==> config.mk <==
export PLATFORM = sky130hd
export DESIGN_NAME = mm_tile_controller
export DESIGN_NICKNAME = d
export VERILOG_FILES = /design/src/rtl/mm_tile_controller.sv
export SDC_FILE = /design/constraint.sdc
export NUM_CORES = 1
export LEC_CHECK = 0
export ABC_CLOCK_PERIOD_IN_PS = 9200
export CELL_PAD_IN_SITES_DETAIL_PLACEMENT = 0
export CELL_PAD_IN_SITES_GLOBAL_PLACEMENT = 1
export CORE_ASPECT_RATIO = 1.5
export CORE_UTILIZATION = 46
export DETAILED_ROUTE_END_ITERATION = 10
export HOLD_SLACK_MARGIN = 0.02
export PLACE_DENSITY = 0.85
export SETUP_SLACK_MARGIN = 0.2
export SLEW_MARGIN = 20
export SYNTH_ARGS = -nofsm -noshare
export SYNTH_HDL_FRONTEND = slang
export SYNTH_SLANG_ARGS = --single-unit
==> constraint.sdc <==
create_clock -name clk_i -period 9.2 [get_ports clk_i]
set_input_delay 2.3 -clock clk_i [delete_from_list [all_inputs] [get_ports clk_i]]
set_output_delay 2.3 -clock clk_i [all_outputs]
set_load 0.03 [all_outputs]
==> src/rtl/mm_tile_controller.sv <==
// Tile-parametrised matrix-multiply schedule generator: walks row-major batches of
// TILE x TILE output tiles, streams A/B read addresses, and writes back P one batch late.
module mm_tile_controller #(
  parameter int ADDR_WIDTH = 16,
  parameter int TILE       = 8,
  parameter int TILE_LOG2  = 3
) (
  input  logic                  clk_i,
  input  logic                  rst_ni,
  input  logic                  start_i,
  input  logic                  stall_i,
  output logic                  busy_o,
  output logic                  valid_o,
  input  logic [ADDR_WIDTH-1:0] m_i,
  input  logic [ADDR_WIDTH-1:0] k_i,
  input  logic [ADDR_WIDTH-1:0] n_i,
  input  logic [ADDR_WIDTH-1:0] base_addra_i,
  input  logic [ADDR_WIDTH-1:0] base_addrb_i,
  input  logic [ADDR_WIDTH-1:0] base_addrp_i,
  output logic                  batch_begin_o,
  output logic                  batch_end_o,
  output logic                  ensys_o,
  output logic                  bubble_o,
  output logic                  ena_o,
  output logic [ADDR_WIDTH-1:0] addra_o,
  output logic                  enb_o,
  output logic [ADDR_WIDTH-1:0] addrb_o,
  output logic                  enp_o,
  output logic                  wep_o,
  output logic [ADDR_WIDTH-1:0] addrp_o,
  output logic [ADDR_WIDTH-1:0] row_batch_o,
  output logic [ADDR_WIDTH-1:0] col_batch_o
);

  localparam logic [ADDR_WIDTH-1:0] TILE_W = ADDR_WIDTH'(TILE);
  localparam logic [ADDR_WIDTH:0]   TILE_M1 = (ADDR_WIDTH+1)'(TILE - 1);

  typedef enum logic [1:0] {S_IDLE, S_BUSY, S_DRAIN, S_DONE} state_t;

  state_t                state_q;
  logic [ADDR_WIDTH-1:0] cyc_q, col_q, row_q;
  logic [ADDR_WIDTH-1:0] k_q, l_q, r_q, c_q;
  logic [ADDR_WIDTH-1:0] a_row_q, b_col_q, base_b_q;
  logic [ADDR_WIDTH-1:0] p_cur_q, p_prev_q;
  logic                  first_q;

  // Tile-count rounding is done one bit wider so m or n near 2^ADDR_WIDTH cannot wrap.
  logic [ADDR_WIDTH:0]   m_ceil, n_ceil;
  logic [ADDR_WIDTH-1:0] r_d, c_d, l_d;
  logic                  zero_dim;

  assign m_ceil   = {1'b0, m_i} + TILE_M1;
  assign n_ceil   = {1'b0, n_i} + TILE_M1;
  assign r_d      = ADDR_WIDTH'(m_ceil >> TILE_LOG2);
  assign c_d      = ADDR_WIDTH'(n_ceil >> TILE_LOG2);
  assign l_d      = (k_i > TILE_W) ? k_i : TILE_W;
  assign zero_dim = (m_i == '0) || (k_i == '0) || (n_i == '0);

  logic last_cyc, last_col, last_row, last_drain;
  assign last_cyc   = (cyc_q == l_q - 1'b1);
  assign last_col   = (col_q == c_q - 1'b1);
  assign last_row   = (row_q == r_q - 1'b1);
  assign last_drain = (cyc_q == TILE_W - 1'b1);

  always_ff @(posedge clk_i or negedge rst_ni) begin
    if (!rst_ni) begin
      state_q  <= S_IDLE;
      cyc_q    <= '0;
      col_q    <= '0;
      row_q    <= '0;
      k_q      <= '0;
      l_q      <= '0;
      r_q      <= '0;
      c_q      <= '0;
      a_row_q  <= '0;
      b_col_q  <= '0;
      base_b_q <= '0;
      p_cur_q  <= '0;
      p_prev_q <= '0;
      first_q  <= 1'b0;
    end else begin
      case (state_q)
        S_IDLE: begin
          if (start_i) begin
            k_q      <= k_i;
            l_q      <= l_d;
            r_q      <= r_d;
            c_q      <= c_d;
            a_row_q  <= base_addra_i;
            b_col_q  <= base_addrb_i;
            base_b_q <= base_addrb_i;
            p_cur_q  <= base_addrp_i;
            p_prev_q <= base_addrp_i;
            cyc_q    <= '0;
            col_q    <= '0;
            row_q    <= '0;
            first_q  <= 1'b1;
            state_q  <= zero_dim ? S_DONE : S_BUSY;
          end
        end
        S_BUSY: begin
          if (!stall_i) begin
            if (last_cyc) begin
              // The batch just finished becomes the one written back during the next batch.
              cyc_q    <= '0;
              p_prev_q <= p_cur_q;
              p_cur_q  <= p_cur_q + TILE_W;
              first_q  <= 1'b0;
              if (last_col && last_row) begin
                state_q <= S_DRAIN;
              end else if (last_col) begin
                col_q   <= '0;
                row_q   <= row_q + 1'b1;
                b_col_q <= base_b_q;
                a_row_q <= a_row_q + k_q;
              end else begin
                col_q   <= col_q + 1'b1;
                b_col_q <= b_col_q + k_q;
              end
            end else begin
              cyc_q <= cyc_q + 1'b1;
            end
          end
        end
        S_DRAIN: begin
          if (!stall_i) begin
            if (last_drain) begin
              cyc_q   <= '0;
              state_q <= S_DONE;
            end else begin
              cyc_q <= cyc_q + 1'b1;
            end
          end
        end
        S_DONE: begin
          if (!start_i) state_q <= S_IDLE;
        end
        default: state_q <= S_IDLE;
      endcase
    end
  end

  logic in_busy, in_drain, wr_win;
  assign in_busy  = (state_q == S_BUSY);
  assign in_drain = (state_q == S_DRAIN);
  assign wr_win   = (in_busy && !first_q && (cyc_q < TILE_W)) || in_drain;

  always_comb begin
    busy_o        = in_busy || in_drain;
    valid_o       = (state_q == S_DONE);
    batch_begin_o = (cyc_q == '0);
    batch_end_o   = in_busy && last_cyc;
    row_batch_o   = row_q;
    col_batch_o   = col_q;
    ensys_o       = 1'b0;
    bubble_o      = 1'b0;
    ena_o         = 1'b0;
    enb_o         = 1'b0;
    addra_o       = '0;
    addrb_o       = '0;
    enp_o         = 1'b0;
    wep_o         = 1'b0;
    addrp_o       = '0;
    if (in_busy) begin
      bubble_o = (cyc_q >= k_q);
      ensys_o  = !stall_i;
      ena_o    = !stall_i && !bubble_o;
      enb_o    = !stall_i && !bubble_o;
      addra_o  = a_row_q + cyc_q;
      addrb_o  = b_col_q + cyc_q;
    end
    if (in_drain) begin
      bubble_o = 1'b1;
      ensys_o  = !stall_i;
    end
    if (wr_win) begin
      addrp_o = p_prev_q + cyc_q;
      enp_o   = !stall_i;
      wep_o   = !stall_i;
    end
  end

endmodule

==> results of run 1 <==
per-layer routing:
metal	wire length [um]	global-route usage, %	vias to the layer above
li1	-	-	6481
met1	17700	32.3	6239
met2	21300	47.6	310
met3	1590	3.84	72
met4	1560	11.7	0
met5	0	0	-
worst register-to-register path, delay by kind of cell (launching register included):
kind                     cells  cell delay (ns)
AND/OR/NAND/NOR              6             2.21
AO/OA/AOI/OAI                3             0.73
buffers and inverters        3             0.68
flip-flops                   1             0.48
adder cells (fa/ha/maj)      1             0.29
XOR/XNOR                     1             0.17
metrics by stage:
step	power, mW	util (%)	hold slack (ns)
2_1_floorplan	3.73	-	0.438
3_3_place_gp	4.62	54.3	0.449
3_5_place_dp	4.68	54.3	0.462
4_1_cts	5.42	56.1	0.481
5_1_grt	5.84	56.1	0.504
6_report	5.40	56.1	0.476
sequential cells by signal (all words and copies together) (netlist names), 2 cells and up:
register	cells
a_row_q	16
b_col_q	16
base_b_q	16
col_batch_o	16
cyc_q	16
k_q	16
l_q	16
p_cur_q	16
p_prev_q	16
row_batch_o	16
c_q	14
r_q	14
state_q	2
power by group through the flow:
stage	combinational, mW	clock, mW	sequential (mW)
after floorplan	2.33	0	1.40
after global placement	3.10	0	1.52
after detailed placement	3.14	0	1.54
after CTS	3.16	0.735	1.52
after global routing	3.50	0.769	1.57
final	3.15	0.721	1.53
cell usage in the layout (no fill, tap or decap), types with 6 or more instances in the layout:
cell type | synthesis | final
nand2b_1 | 22 | 22
nor4_1 | 20 | 19
a21boi_0 | 7 | 7
nor2b_1 | 23 | 23
nand2_1 | 236 | 235
nor3_1 | 41 | 41
nor2_1 | 169 | 167
a211oi_1 | 26 | 26
and2_1 | 14 | 13
clkbuf_16 | 0 | 17
a21o_1 | 33 | 33
xnor2_1 | 95 | 95
or3_1 | 25 | 25
mux2i_1 | 23 | 23
nand4b_1 | 6 | 6
a31oi_1 | 28 | 28
dfrtp_1 | 191 | 191
o31ai_1 | 14 | 14
o21ai_0 | 140 | 140
ha_1 | 104 | 103
inv_1 | 59 | 58
nand3_1 | 58 | 58
o211ai_1 | 11 | 11
nand4_1 | 17 | 17
o21bai_1 | 12 | 12
o22ai_1 | 6 | 6
clkdlybuf4s50_1 | 0 | 188
and3_1 | 28 | 28
buf_4 | 2 | 10
xor2_1 | 63 | 63
or2_2 | 9 | 9
a21oi_1 | 114 | 114
logic make-up after synthesis:
logic type               Yosys count  share of synthesized area [%]
multiplexers                      28                           2.00
buffers and inverters            136                           3.73
flip-flops                       191                           33.3
XOR/XNOR                         158                           9.64
adder cells (fa/ha/maj)          109                           9.76
AO/OA/AOI/OAI                    434                           18.6
AND/OR/NAND/NOR                  696                           23.0
final cells by class:
type / count / area, um^2 / share of cell area (%)
clock buffers: 19 / 433 / 2.53
clock inverters: 13 / 116 / 0.681
inverters: 60 / 225 / 1.32
multi-input cells: 1425 / 9070 / 53.1
flip-flops and latches: 191 / 4780 / 28.0
well taps: 400 / 500 / 2.93
repair buffers: 199 / 1970 / 11.5
worst max path at each step:
stage,start,depth (start not counted),to,slack (ns)
floorplan,stall_i,4,enb_o,3.36
global placement,stall_i,5,ena_o,2.58
detailed placement,stall_i,5,ena_o,2.54
CTS,cyc_q[0],13,addra_o[14],2.21
global route,cyc_q[0],13,addrp_o[14],2.00
finish,cyc_q[0],13,addra_o[14],2.20
==> impl_metrics.ini, run 1 <==
[critical_path]
rrSetupSlack_ns = 4.51
start_kind = flop
slowest_stage = clkdlybuf4s50_1
critical_path_arrival_ns = 4.70
r2r-start = r_q[0]
crit_required_ns = 6.90
worstPathCellList = ha_1, fa_1, a21o_1, a21oi_1, o21bai_1, a211o_1, a31oi_1, nor2b_1, o21a_1, o41ai_1, o21ai_0, mux2i_1, clkdlybuf4s50_1
end_kind = output pin
r2r-end = row_batch_o[15]
crit_fanout = 6
crit_family = compound AO/OA/AOI/OAI gates
path_class = reg2out
reg2reg_depth = 14
critPathBufInv = 1
worst_path_largest_cell_delay_ns = 0.69

[clock_network]
cts_max_path_buffers = 2
cts_resized = 0
cts_tree = done
postCtsSetupBuffers = 0
cts_root_buffer = clkbuf_16
htreeDepth = 4
clkLatencyLatePin_ns = 0.46
numCtsBuffers = 17
cts.sinks = 191
clk_pin_slew_ns = 0.07
hold_buffers = 0

[timing]
worst_pin_slew_ns = 1.06
max_freq_mhz = 143
relSlewSlack_pct = 27.6
rsz0062_at_grt = no
layout_setup_ws_ns = 2.20
skew_ns = 0.0109
setup_viol = 0
fin_crit_ns = 7.00
drv_slew = 0
setup_tns_ns = 0
fin_crit_sh_pct = 76.1
finalHoldViolCount = 0

[detailed_routing]
vias = 13102
wirelength_um = 42100
detail-route-antenna-nets = 0
first_pass_iters = 7
avgRoutedWirePerCell_um = 18.3
via_per_inst = 5.68
first_iter_violations = 694
drc = 0

[outcome]
status = finished clean

[synth]
yosysMostFrequentCell = nand2_1
syn_nets = 1961
async_flop_share_pct = 100
ys_seq_elements = 191
yosysTopAreaCellShare_pct = 33.3
synthDistinctLibCells = 71
netlist_instances = 1752
syn_area_um2 = 14400
ys_seq_area_share_pct = 33.3
synth_ff_type = dfrtp_1
yosys-top-cells-count = 236 x nand2_1, 191 x dfrtp_1, 169 x nor2_1
synth_area_leaders = dfrtp_1 33%, ha_1 9.1%, nand2_1 6.2%
yosysWarnings = 0
synth_top_cell_by_area = dfrtp_1
syn_avg_cell_area_um2 = 8.19
synth_enable_flop_cells = 0

[power_and_ir_drop]
internal-power_mw = 2.82
power_frac_seq_pct = 28.3
comb_power_share_pct = 58.4
vdd_drop_max_mv = 0.140
p_clk_share_pct = 13.3
swShare_pct = 47.7
powerDensity_nw_per_um2 = 316
switching_power_mw = 2.58
p_leak_nw = 7.52

[die]
num_rows = 78
dieWidth_um = 146
num_io_pins = 190
dieArea_um2 = 31900
core_region_area_um2 = 30400
die_h_um = 218
initial_core_util_pct = 47.1

[place]
place_area_um2 = 16500
dpl_worst_slack_ns = 2.54
gpl.final_weighted_congestion = 0.927
port_buffers = 189
dp_hpwl_um = 31600
dp_cells = 2275

[global_routing]
grt-ovfl-total = 0
grt_pass1_wl_um = 66900
grt_max_degree = 107
antenna_found_initial = 0
grt_use_total_pct = 26.9
grt_pass1_vias = 12534

[finish]
layout.nets = 2103
fin_area_um2 = 17100
areaGrowthSynthToFinish_pct = 19.1
nFillCells = 2911
insertedDiodeCount = 0
drive_gt1_share_pct = 3.72
layoutNonFillerInstCount = 2307

[min_path]
hp-class = reg2reg
min-delay-start = base_b_q[9]
hold_depth = 2
hold-path-endpoint = base_b_q[9]

[run]
drv_cap = 0
(Power assumes the default switching activity.)
==> run 2: changes to the inputs <==
--- a/config.mk
+++ b/config.mk
@@ -5,14 +5,14 @@
 export SDC_FILE = /design/constraint.sdc
 export NUM_CORES = 1
 export LEC_CHECK = 0
-export ABC_CLOCK_PERIOD_IN_PS = 9200
+export ABC_CLOCK_PERIOD_IN_PS = 6500
 export CELL_PAD_IN_SITES_DETAIL_PLACEMENT = 0
 export CELL_PAD_IN_SITES_GLOBAL_PLACEMENT = 1
 export CORE_ASPECT_RATIO = 1.5
-export CORE_UTILIZATION = 46
+export CORE_UTILIZATION = 42
 export DETAILED_ROUTE_END_ITERATION = 10
 export HOLD_SLACK_MARGIN = 0.02
-export PLACE_DENSITY = 0.85
+export PLACE_DENSITY = 0.78
 export SETUP_SLACK_MARGIN = 0.2
 export SLEW_MARGIN = 20
 export SYNTH_ARGS = -nofsm -noshare
==> constraint.sdc (replaced) <==
create_clock -name clk_i -period 6.5 [get_ports clk_i]
set_input_delay 1.625 -clock clk_i [delete_from_list [all_inputs] [get_ports clk_i]]
set_output_delay 1.625 -clock clk_i [all_outputs]
set_load 0.03 [all_outputs]
==> impl_metrics.ini, run 2 (same netlist as run 1, synthesis figures left out) <==
[outcome]
status = finished clean

[critical_path]
path_class = reg2out
startpoint = cyc_q[0]
critical_path_arrival_ns = 4.38
endpoint = ena_o
crit_fanout = 6
rrSetupSlack_ns = 2.11
path_common_cell = a21o_1
slowest_stage = clkdlybuf4s50_1
reg2reg_depth = 9
end_kind = output pin
crit_required_ns = 4.88
start_kind = flop
worstPathCellList = inv_1, ha_1, nand2b_1, a21o_1, a21o_1, a21oi_1, o21ai_0, a21o_1, a2111oi_0, o31a_1, o21bai_1, a211oi_1, clkdlybuf4s50_1
r2r-end = a_row_q[7]
r2r-start = c_q[2]
worst_path_largest_cell_delay_ns = 0.78

[global_routing]
grt_pass1_vias = 13026
grt_max_degree = 92
grt_use_total_pct = 26.1
antenna_found_initial = 0
grt_pass1_wl_um = 71300
grt-ovfl-total = 0

[power_and_ir_drop]
vdd_drop_max_mv = 0.178
p_leak_nw = 7.59
power_mw = 7.79
powerDensity_nw_per_um2 = 453

[clock_network]
cts.sinks = 191
numCtsBuffers = 17
cts_root_buffer = clkbuf_16
clk_pin_slew_ns = 0.08
hold_buffers = 0
cts_tree = done
cts_max_path_buffers = 2
clkLatencyLatePin_ns = 0.46
htreeDepth = 4

[finish]
layout.nets = 2109
layout_common_cells = 235 x nand2_1, 191 x dfrtp_1, 187 x clkdlybuf4s50_1
areaGrowthSynthToFinish_pct = 19.9
layoutNonFillerInstCount = 2333
nFillCells = 3228
insertedDiodeCount = 0
post-route-util_pct = 51.3
final_common_cell = nand2_1
drive_gt1_share_pct = 4.13
fin_area_um2 = 17200

[die]
core_region_area_um2 = 33500
initial_core_util_pct = 42.8
dieWidth_um = 153
die_h_um = 228
dieArea_um2 = 34900
num_io_pins = 190
num_rows = 82

[timing]
drv_slew = 0
fin_hold_ws_ns = 0.477
finalHoldViolCount = 0
setup_tns_ns = 0
max_freq_mhz = 167
fin_crit_sh_pct = 92.3
relSlewSlack_pct = 39.6
rsz0062_at_grt = yes
setup_viol = 0
skew_ns = 0.0145
fin_crit_ns = 6.00
worst_pin_slew_ns = 0.906
layout_setup_ws_ns = 0.498

[place]
place_area_um2 = 16600
dp_cells = 2301
port_buffers = 189
gpl.final_weighted_congestion = 0.928
dpl_worst_slack_ns = 0.840
dp_hpwl_um = 33700

[detailed_routing]
avgRoutedWirePerCell_um = 19.1
wirelength_um = 44600
first_pass_iters = 5
drc = 0
first_iter_violations = 664
via_per_inst = 5.66
vias = 13205
detail-route-antenna-nets = 0

[min_path]
hp-class = reg2reg

[run]
drv_cap = 0
==> run 2: area by class of cell <==
type	instances	area, um^2	area share, %
Clock inverter	14	150	0.872
Timing Repair Buffer	205	2020	11.7
Sequential cell	191	4780	27.8
Tap cell	420	526	3.05
Inverter	60	225	1.31
Clock buffer	18	439	2.55
Multi-Input combinational cell	1425	9080	52.7
==> run 2: how the worst min path moves through the flow <==
stage            startpoint            to  slack, ns  cells past startpoint
2_1_floorplan  base_b_q[14]  base_b_q[14]       0.44                      2
3_5_place_dp   base_b_q[15]  base_b_q[15]       0.46                      2
6_report       base_b_q[15]  base_b_q[15]       0.48                      2
3_3_place_gp   base_b_q[14]  base_b_q[14]       0.45                      2
4_1_cts        base_b_q[15]  base_b_q[15]       0.48                      2
5_1_grt        base_b_q[13]  base_b_q[13]       0.49                      2
==> run 2: metal layers <==
| layer | track usage [%] | share of wire [%] | wire length (um) |
|---|---|---|---|
| met1 | 31.1 | 42 | 18600 |
| met5 | 0 | 0 | 0 |
| met4 | 12.6 | 4.4 | 1970 |
| met2 | 46.4 | 50 | 22400 |
| met3 | 3.11 | 3.7 | 1640 |
==> run 2: what timing repair did <==
item / CTS / global route
gates resized for setup: 0 / 3
buffers inserted: 0 / 0
endpoints found under the setup margin: 0 / 4
==> run 2: worst max-delay path, delay by kind of cell (launching register included) <==
| kind | cells | cell delay, ns |
|---|---|---|
| AO/OA/AOI/OAI | 9 | 2.04 |
| buffers and inverters | 2 | 0.93 |
| flip-flops | 1 | 0.51 |
| adder cells (fa/ha/maj) | 1 | 0.30 |
| AND/OR/NAND/NOR | 1 | 0.14 |
==> run 2: report_power, final <==
| group | internal, mW | leakage, nW | total (mW) | switching (mW) |
|---|---|---|---|---|
| Clock | 0.554 | 0.278 | 1.09 | 0.532 |
| Sequential | 1.62 | 2.43 | 2.16 | 0.539 |
| Combinational | 1.86 | 4.88 | 4.55 | 2.68 |
| Total | 4.04 | 7.59 | 7.79 | 3.75 |
